[src/rtl/slice_seq_pkg.sv]
// Shared types and helpers for the slice sequencer: state encoding, clog2,
// and the supported ARCHITECTURE names.
package slice_seq_pkg;

  typedef enum logic {
    ST_IDLE = 1'b0,
    ST_SEND = 1'b1
  } state_e;

  localparam ARCH_BEHAVIORAL = "BEHAVIORAL";

  // Ceiling log2, usable in parameter expressions.
  function automatic int clog2(input int value);
    int res;
    int tmp;
    res = 0;
    tmp = value - 1;
    while (tmp > 0) begin
      res++;
      tmp = tmp >> 1;
    end
    return res;
  endfunction

endpackage

[src/rtl/slice_sequencer_shift.sv]
// Wide load / slice-wide shift register. The output slice is read straight
// from the register, and the shift always moves data toward the output end.
module slice_shift_reg #(
  parameter int DATA_W    = 32,
  parameter int SLICE_W   = 8,
  parameter bit MSB_FIRST = 1'b1
) (
  input  logic               clk,
  input  logic               rst,
  input  logic               load,
  input  logic               shift,
  input  logic [DATA_W-1:0]  din,
  output logic [SLICE_W-1:0] slice
);

  logic [DATA_W-1:0] data_q, data_d;

  always_comb begin
    data_d = data_q;
    if (load) begin
      data_d = din;
    end else if (shift) begin
      data_d = MSB_FIRST ? (data_q << SLICE_W) : (data_q >> SLICE_W);
    end
  end

  always_ff @(posedge clk or posedge rst) begin
    if (rst) data_q <= '0;
    else     data_q <= data_d;
  end

  generate
    if (MSB_FIRST) begin : g_msb
      assign slice = data_q[DATA_W-1 -: SLICE_W];
    end else begin : g_lsb
      assign slice = data_q[SLICE_W-1:0];
    end
  endgenerate

endmodule

[src/rtl/slice_sequencer.sv]
// Wide-word to narrow-slice sequencer with valid/ready on both sides.
// Optional per-word slice count is enabled by defining SLICE_SEQ_LEN_EN.
module slice_sequencer
  import slice_seq_pkg::*;
#(
  parameter          BLOCK_NAME        = "slice_sequencer",
  parameter int      X                 = 0,
  parameter int      Y                 = 0,
  parameter int      DX                = 0,
  parameter int      DY                = 0,
  parameter          ARCHITECTURE      = "BEHAVIORAL",
  parameter int      INPUT_DATA_WIDTH  = 32,
  parameter int      SLICE_WIDTH       = 8,
  parameter int      OFFSET_REL_TO_MSB = 1,
  localparam int     NUM_SLICES        = INPUT_DATA_WIDTH / SLICE_WIDTH,
  localparam int     IDX_W             = clog2(NUM_SLICES)
) (
  input  logic                        clk,
  input  logic                        rst,
  input  logic [INPUT_DATA_WIDTH-1:0] in_data,
  input  logic                        in_valid,
  output logic                        in_ready,
`ifdef SLICE_SEQ_LEN_EN
  input  logic [IDX_W-1:0]            in_len,
`endif
  output logic [SLICE_WIDTH-1:0]      out_data,
  output logic                        out_valid,
  input  logic                        out_ready,
  output logic [IDX_W-1:0]            out_index,
  output logic                        out_last,
  output logic                        busy
);

  localparam logic [IDX_W-1:0] LAST_IDX = IDX_W'(NUM_SLICES - 1);

  // Elaboration-time parameter sanity.
  generate
    if (ARCHITECTURE != ARCH_BEHAVIORAL) begin : g_bad_arch
      $error("%s: unsupported ARCHITECTURE", BLOCK_NAME);
    end
    if ((INPUT_DATA_WIDTH % SLICE_WIDTH) != 0) begin : g_bad_width
      $error("%s: INPUT_DATA_WIDTH not a multiple of SLICE_WIDTH", BLOCK_NAME);
    end
    if (NUM_SLICES < 2) begin : g_bad_slices
      $error("%s: NUM_SLICES must be at least 2", BLOCK_NAME);
    end
    if ((X < 0) || (Y < 0) || (DX < 0) || (DY < 0)) begin : g_bad_place
      $error("%s: negative placement parameter", BLOCK_NAME);
    end
  endgenerate

  state_e           state_q, state_d;
  logic [IDX_W-1:0] idx_q, idx_d;
  logic [IDX_W-1:0] last_idx;
  logic             accept;
  logic             load;
  logic             shift;

`ifdef SLICE_SEQ_LEN_EN
  // Word length travels with the word; out-of-range lengths clamp to a full word.
  logic [IDX_W-1:0] last_idx_q, last_idx_d, len_clamp;

  always_comb begin
    len_clamp = (int'(in_len) >= NUM_SLICES) ? LAST_IDX : in_len;
    last_idx_d = accept ? len_clamp : last_idx_q;
  end

  always_ff @(posedge clk or posedge rst) begin
    if (rst) last_idx_q <= LAST_IDX;
    else     last_idx_q <= last_idx_d;
  end

  assign last_idx = last_idx_q;
`else
  assign last_idx = LAST_IDX;
`endif

  assign out_valid = (state_q == ST_SEND);
  assign busy      = (state_q == ST_SEND);
  assign out_index = idx_q;
  assign out_last  = (state_q == ST_SEND) && (idx_q == last_idx);
  // The out_ready -> in_ready path lets the next word land on the last beat.
  assign in_ready  = (state_q == ST_IDLE) || (out_valid && out_ready && out_last);
  assign accept    = in_valid && in_ready;

  always_comb begin
    state_d = state_q;
    idx_d   = idx_q;
    load    = 1'b0;
    shift   = 1'b0;
    if (accept) begin
      load    = 1'b1;
      idx_d   = '0;
      state_d = ST_SEND;
    end else if ((state_q == ST_SEND) && out_ready) begin
      if (out_last) begin
        idx_d   = '0;
        state_d = ST_IDLE;
      end else begin
        shift = 1'b1;
        idx_d = idx_q + IDX_W'(1);
      end
    end
  end

  always_ff @(posedge clk or posedge rst) begin
    if (rst) begin
      state_q <= ST_IDLE;
      idx_q   <= '0;
    end else begin
      state_q <= state_d;
      idx_q   <= idx_d;
    end
  end

  slice_shift_reg #(
    .DATA_W   (INPUT_DATA_WIDTH),
    .SLICE_W  (SLICE_WIDTH),
    .MSB_FIRST(OFFSET_REL_TO_MSB != 0)
  ) u_shift (
    .clk  (clk),
    .rst  (rst),
    .load (load),
    .shift(shift),
    .din  (in_data),
    .slice(out_data)
  );

endmodule

[config.mk]
export PLATFORM = sky130hd
export DESIGN_NAME = slice_sequencer
export DESIGN_NICKNAME = d
export VERILOG_FILES = /design/src/rtl/slice_seq_pkg.sv /design/src/rtl/slice_sequencer_shift.sv /design/src/rtl/slice_sequencer.sv
export SDC_FILE = /design/constraint.sdc
export NUM_CORES = 1
export LEC_CHECK = 0
export ABC_CLOCK_PERIOD_IN_PS = 2700
export CAP_MARGIN = 20
export CORE_AREA = 8 8 80 82
export CTS_CLUSTER_SIZE = 14
export DETAILED_ROUTE_END_ITERATION = 10
export DIE_AREA = 0 0 88 90
export PLACE_DENSITY = 0.64
export SLEW_MARGIN = 10
export SYNTH_ARGS = -nofsm -noshare
export SYNTH_HDL_FRONTEND = slang
export SYNTH_SLANG_ARGS = --single-unit
[constraint.sdc]
create_clock -name clk -period 2.7 [get_ports clk]
set_input_delay 0.405 -clock clk [delete_from_list [all_inputs] [get_ports clk]]
set_output_delay 0.405 -clock clk [all_outputs]
set_load 0.005 [all_outputs]
**After elaboration in Yosys (flattened, before gate mapping)**

Index checks and enable logic that the tools add are counted.

- $add $sub $neg: 1
- Equal/unequal tests: 1
- Mux-type cells: 12
- Bitwise logic cells: 1
- Reduce and logical (&&, ||, !) cells: 9

Operators by type and width:

| operator | number |
|---|---|
| $mux W32 | 2 |
| $mux W1 | 7 |
| $mux W2 | 3 |
| $reduce_bool A2 Y1 | 3 |
| $logic_and A1 B1 Y1 | 4 |
| $add A2 B1 Y2 const B | 1 |
| $eq A2 B2 Y1 const B | 1 |
| $reduce_and A2 Y1 | 1 |
| $logic_or A1 B1 Y1 | 1 |
| $not A1 Y1 | 1 |

- Flip-flop bits (word level): 35
- Output and inout bits: 14
- Logic and storage cells: 27

**Longest topological paths before layout**

Gate-level depths: netlist of the first run.

- Depth in word-level cells: 8
- Mapped depth: 6

**Cells and area by module**

A second synthesis of the first run with hierarchy kept.

- Cell total of the unflattened synthesis: 170
- Area total of the unflattened synthesis: 1760.4 um2

Modules (own cells, without submodules):

| module | times used | cells each | area an instance (um2) | sequential area each (um2) |
|---|---|---|---|---|
| slice_shift_reg | 1 | 148 | 1571.5 | 800.8 |
| slice_sequencer | 1 | 22 | 188.9 | 75.1 |

**Worst setup path before layout of the first run**

Ideal clock, no wire load.

- Path type: register to register
- From: register idx_q[0] (netlist: out_index[0])
- To: register u_shift.data_q[24]
- Setup time: 0.111 ns
- Data arrival time: 1.526 ns
- Path slack: 1.062 ns
- Cell stages (with the launch flop): 7
- Path buffers: 2
- Clock period less this slack: 1.638 ns
- Cells stage by stage: dfrtp_1 > ha_1 > a21bo_1 > and2_1 > clkbuf_1 > buf_2 > a222oi_1

- Longest elaborated chain between the ends: 7

RTL lines:

| item | line | source |
|---|---|---|
| start, declared | slice_sequencer.sv:53 | `logic [IDX_W-1:0] idx_q, idx_d;` |
| start signal, assigned | slice_sequencer.sv:112 | `idx_q <= idx_d;` |
| $eq A2 B2 Y1 * | slice_sequencer.sv:81 | `assign out_last = (state_q == ST_SEND) && (idx_q == last_idx);` |
| $logic_and A1 B1 Y1 * | slice_sequencer.sv:81 |  |
| $logic_and A1 B1 Y1 | slice_sequencer.sv:83 | `assign in_ready = (state_q == ST_IDLE) \|\| (out_valid && out_ready && out_last);` |
| $logic_or A1 B1 Y1 | slice_sequencer.sv:83 |  |
| $logic_and A1 B1 Y1 | slice_sequencer.sv:84 | `assign accept = in_valid && in_ready;` |
| $mux W1 | slice_sequencer.sv:91 | `if (accept) begin` |
| $mux W32 / $reduce_bool A2 Y1 (equally long branches) | n/a |  |
| end signal, assigned | slice_sequencer_shift.sv:29 | `else data_q <= data_d;` |
| end, declared | slice_sequencer_shift.sv:16 | `logic [DATA_W-1:0] data_q, data_d;` |

Mark *: on every way between the ends. The rest lies on a longest branch, timed or not.
A chain may end at the register's enable or synchronous reset.

**Worst setup path after layout of the first run**

- From: register idx_q[0] (netlist: out_index[0])
- To: output port in_ready

- Longest elaborated chain between the ends: 4

RTL lines:

| item | line | source |
|---|---|---|
| $eq A2 B2 Y1 | slice_sequencer.sv:81 |  |
| $logic_and A1 B1 Y1 | slice_sequencer.sv:81 |  |
| $logic_and A1 B1 Y1 | slice_sequencer.sv:83 |  |
| $logic_or A1 B1 Y1 | slice_sequencer.sv:83 |  |
| end, declared | slice_sequencer.sv:22 | `output logic in_ready,` |

No other way between the ends.

==> results of run 1 <==
## per-layer routing
metal  global-route usage (%)  vias to the layer above
li1                         -                      774
met5                        0                        -
met4                     5.60                        0
met3                     3.64                        2
met1                     16.1                      749
met2                     16.8                       49
## registers in the layout (all words and copies together) (netlist names)
| register | count |
|---|---|
| busy | 1 |
| out_index | 2 |
| u_shift.data_q | 32 |
## cell usage in the layout, fill, tap and decap left out, drive strengths merged
cell type      netlist  final
inv                 50     50
clkdlybuf4s50        0     49
dfrtp               35     35
a222oi              24     24
o22ai               23     23
nand2               11     11
nand3                8      8
o21ai                8      8
buf                 14      7
clkbuf              12      6
mux2i                2      2
nand2b               2      2
and2                 2      2
nand4                1      1
a21bo                1      1
a21oi                1      1
nor3b                1      1
a21o                 1      1
nand3b               1      1
nor2                 1      1
a31o                 1      1
ha                   1      1
## where the power goes
group	internal [mW]	switching, mW
logic	0.465	0.368
registers	0.750	0.167
clock network	0.172	0.172
## cell usage after synthesis (all sizes together)
master / instances / area, um^2
and2: 2 / 12.5
nor2: 1 / 3.75
nand3b: 1 / 7.51
nand2: 11 / 41.3
buf: 14 / 91.3
a21o: 1 / 7.51
a21oi: 1 / 5.00
clkbuf: 12 / 45.0
ha: 1 / 12.5
nand2b: 2 / 12.5
a21bo: 1 / 10.0
a222oi: 24 / 240
nor3b: 1 / 7.51
o22ai: 23 / 144
nand4: 1 / 6.26
a31o: 1 / 8.76
dfrtp: 35 / 876
o21ai: 8 / 40.0
nand3: 8 / 40.0
mux2i: 2 / 20.0
inv: 50 / 188
## metrics by stage
stage	std cells	cell area, um^2
finish	308	2400
floorplan	200	1820
CTS	307	2380
detailed placement	301	2310
global placement	301	2310
global route	308	2400
## path summary, 6_finish.rpt
kind	start	end	depth (start not counted)
worst min-delay path	rst	u_shift.data_q[7]	3
worst min register to register	out_index[1]	out_index[1]	2
min in group clk	out_index[1]	out_index[1]	2
worst max-delay path	out_index[0]	in_ready	3
worst max register to register	out_index[0]	u_shift.data_q[18]	5
max in group asynchronous	rst	u_shift.data_q[28]	3
## critical path: stages (launching register included)
cell	delay, ps
dfrtp_1	400
ha_1	300
a21bo_1	320
clkdlybuf4s50_1	570
## layout make-up
type                       instances  area, um^2
inverter                          50         188
multi-input combinational         89         623
timing repair buffer              56         547
fill                             533        2840
tap                               72        90.1
clock buffer                       6        72.6
sequential                        35         876
## logic make-up (layout without fill, tap and decap cells)
family,after synthesis,after routing,synth area share (%)
fa+ha+maj,1,1,0.688
simple gates,27,27,7.22
compound gates,59,59,25.0
flops,35,35,48.1
mux,2,2,1.10
buf+inv,76,112,17.8
==> flow_summary.ini, run 1 <==
[grt]
grt_start_max_net_pins = 36
grt-ovfl-total = 0
grtUsageTotal_pct = 11.9
grt_pass1_vias = 1608
antenna_found_initial = 0
grt_pass1_wl_mm = 7.62

[sta]
hold_viol_final = 0
worstMarginPinSlew_ps = 442
hold_ws_ps = 511
rsz0062_at_grt = no
setup_ws_ps = 419
setup_viol = 0
period_share_pct = 84.5
finalMaxSlewViolations = 0
fmax_mhz = 438
finClkSkew_ps = 5.26
period_needed_ps = 2280
slew_headroom_pct = 70.5
tns_ps = 0

[floorplanning]
rows = 27
die_area_um2 = 7920
start_util_pct = 34.7
die_w_um = 88
pin_count = 50
core_area_um2 = 5240
die_h_um = 90

[power_and_ir_drop]
leakage_nw = 1.18
finalPower_mw = 2.09
p_per_area_nw_per_um2 = 874
peakVddDrop_mv = 0.370

[clocking]
post_cts_resized = 0
htree_levels = 2
clk_path_buf_depth = 2
path_clk_slew_ps = 60
cts_buffers = 5
ctsHoldBuffers = 0
cts_sinks = 35
clockRootBuffer = clkbuf_8
clk_latency_ps = 290
post-cts-setup-buffers = 0
cts_tree = built

[placement]
gp_congestion = 0.697
dp_worst_setup_slack_ps = 541
post-dp-hpwl_mm = 2.89
io_buffers = 49

[synth]
synth_seq_cells = 35
synth_cells = 200
synth_area_um2 = 1820
synth_cell_types = 24
synth_area_per_cell_um2 = 9.10
synth_nets = 237
seq_area_frac_synth_pct = 48.1
yosys_warnings = 0

[detailed_routing]
drt_iter0_drc = 225
final_antenna_net_count = 0
dr_wl_met2_mm = 2.03
wl_per_cell_um = 14.4
wl_met3_um = 313
via_count = 1574
dr.pass1.iters = 6
top_layer = met4
m1WireLength_mm = 2.08
drcViolationCount = 0
drt-vias-per-instance = 5.11
routed_wl_mm = 4.44

[worst_setup_path]
r2r_slack_ps = 780
worst-path-max-fanout = 11
crit_type = flop to output port
arrival_ps = 1880
cp.required_ps = 2300
worstSetupStartpointType = flop
setup.worst_path.end_class = output port

[layout]
postLayoutCoreUtil_pct = 45.8
layout-drive-gt1-share_pct = 6.36
syn_to_final_growth_pct = 31.7
nets = 274
num_antenna_cells = 0

[status]
outcome = finished, final reports clean

[flow_run]
max-cap-violations = 0

[min_path]
hold_class = input port to async pin
No activity file was read; power rests on OpenSTA's default activity.
==> run 2, diff against run 1 <==
Settings changed: ABC_CLOCK_PERIOD_IN_PS 2700 to 2000, PLACE_DENSITY 0.64 to 0.67.
Clock period 2.7 ns to 2 ns, I/O delays scaled along.
==> flow_summary.ini, run 2 (synthesis results as in run 1) <==
[status]
outcome = finished, final reports clean

[power_and_ir_drop]
p_int_mw = 1.98
peakVddDrop_mv = 0.494
power.share.sequential_pct = 42.6
netSwitchingPower_mw = 0.969
p_per_area_nw_per_um2 = 1200
clkPwrFrac_pct = 18.7
leakage_nw = 1.21
switching_share_pct = 32.9
power_frac_comb_pct = 38.8

[min_path]
hold_class = input port to async pin

[worst_setup_path]
crit_type = flop to output port
setup.worst_path.end_class = output port
max_stage_delay_ps = 450
r2r_start = out_index[0]
crit_start = out_index[0]
worstSetupStartpointType = flop
cpLargestDelayFamily = buffers and inverters
arrival_ps = 1610
crit_buf_inv = 1
cp.required_ps = 1700
worst-path-max-fanout = 6
path_cells = ha_4 > a21bo_1 > clkdlybuf4s50_1
cp_slowest_cell = clkdlybuf4s50_1

[layout]
top_register = u_shift.data_q
final-seq-area_um2 = 877
n_fill_cell = 508
multiInputGateArea_um2 = 643
layout-drive-gt1-share_pct = 9.13
final_cell_mix = 49 x inv_1, 49 x clkdlybuf4s50_1, 34 x dfrtp_1, 24 x a222oi_1, 23 x o22ai_1
num_antenna_cells = 0
nets = 277
syn_to_final_growth_pct = 35.6
largest_register_ff_count = 32

[sta]
hold_viol_final = 0
fmax_mhz = 524
rsz0062_at_grt = no
setup_viol = 0
finClkSkew_ps = 6.44
worstMarginPinSlew_ps = 616
period_needed_ps = 1910
period_share_pct = 95.5
setup_ws_ps = 90.8
tns_ps = 0
slew_headroom_pct = 58.8
finalMaxSlewViolations = 0

[grt]
grt_pass1_wl_mm = 7.74
grt_pass1_vias = 1733
grt_start_max_net_pins = 36
antenna_found_initial = 0
grtUsageTotal_pct = 12.2
grt-ovfl-total = 0

[clocking]
clk_path_buf_depth = 2
cts_buffers = 5
cts_sinks = 35
path_clk_slew_ps = 70
htree_levels = 2
post-cts-setup-buffers = 0
clockRootBuffer = clkbuf_8
cts_tree = built
clk_latency_ps = 280

[floorplanning]
die_h_um = 90
start_util_pct = 34.7
core_area_um2 = 5240
rows = 27
die_area_um2 = 7920
die_w_um = 88
pin_count = 50

[placement]
dp_worst_setup_slack_ps = 8.93
io_buffers = 49
gp_congestion = 0.718
post-dp-hpwl_mm = 3.07

[detailed_routing]
final_antenna_net_count = 0
dr.pass1.iters = 8
drcViolationCount = 0
drt-vias-per-instance = 4.98
wl_per_cell_um = 14.4
drt_iter0_drc = 201
via_count = 1559
routed_wl_mm = 4.51

[flow_run]
max-cap-violations = 0
==> run 2: cell count changes in the layout (fill, tap and decap cells not counted), sizes merged <==
cell / before / now
clkbuf: 6 / 8
buf: 7 / 10
==> run 2: power by group through the flow <==
| stage | Sequential (mW) | Combinational (mW) | Clock, mW |
|---|---|---|---|
| floorplan | 1.20 | 0.804 | 0 |
| global placement | 1.24 | 1.10 | 0 |
| detailed placement | 1.26 | 1.13 | 0 |
| CTS | 1.24 | 1.13 | 0.565 |
| global route | 1.31 | 1.29 | 0.604 |
| finish | 1.26 | 1.14 | 0.551 |
==> run 2: layout make-up <==
| type | instances | share of cell area (%) |
|---|---|---|
| inverter | 50 | 7.61 |
| tap | 72 | 3.65 |
| timing repair buffer | 59 | 23.1 |
| multi-input combinational | 89 | 26.1 |
| sequential | 35 | 35.5 |
| clock buffer | 8 | 4.06 |
==> run 2: per-layer routing <==
layer / vias up / share of wire (%) / routed length, um / track usage [%]
li1: 782 / - / - / -
met1: 726 / 45 / 2020 / 14.4
met2: 49 / 48 / 2180 / 19.6
met3: 2 / 6.5 / 292 / 4.82
met4: 0 / 0.47 / 21 / 3.44
met5: - / 0 / 0 / 0
==> run 2: per-stage QoR <==
stage | utilization, % | hold WS, ps | area (um^2) | std cells | total power [mW]
after floorplan | - | 451 | 1820 | 200 | 2.00
after CTS | 46.7 | 438 | 2440 | 313 | 2.94
after global routing | 47.1 | 473 | 2470 | 313 | 3.20
after detailed placement | 44.7 | 510 | 2340 | 305 | 2.39
after global placement | 44.7 | 500 | 2340 | 305 | 2.34
final | 47.1 | 424 | 2470 | 313 | 2.95
==> run 2: worst min-delay path, stage by stage <==
cell and delay [ps]:
clkdlybuf4s50_1 400, inv_1 50, buf_4 380
==> run 2: path summary, 6_finish.rpt <==
| kind | endpoint | slack (ps) | cells past startpoint |
|---|---|---|---|
| max | in_ready | 90 | 3 |
| min | u_shift.data_q[5] | 420 | 3 |
| max reg2reg | u_shift.data_q[13] | 310 | 5 |
| min reg2reg | u_shift.data_q[4] | 520 | 2 |
| max in group asynchronous | busy | 1250 | 3 |
| min in group clk | u_shift.data_q[4] | 520 | 2 |
==> run 2: what timing repair did <==
| action | in CTS | in global routing |
|---|---|---|
| hold buffers | 0 | 0 |
| gates resized for setup | 1 | 4 |
| endpoints found under the setup margin | 3 | 27 |
| cloned | 0 | 0 |
==> run 3, diff against run 2 <==
Settings changed: CAP_MARGIN 20 to unset.
==> results of run 3 <==
Final layout, timing and power as in run 2 (identical DEF).
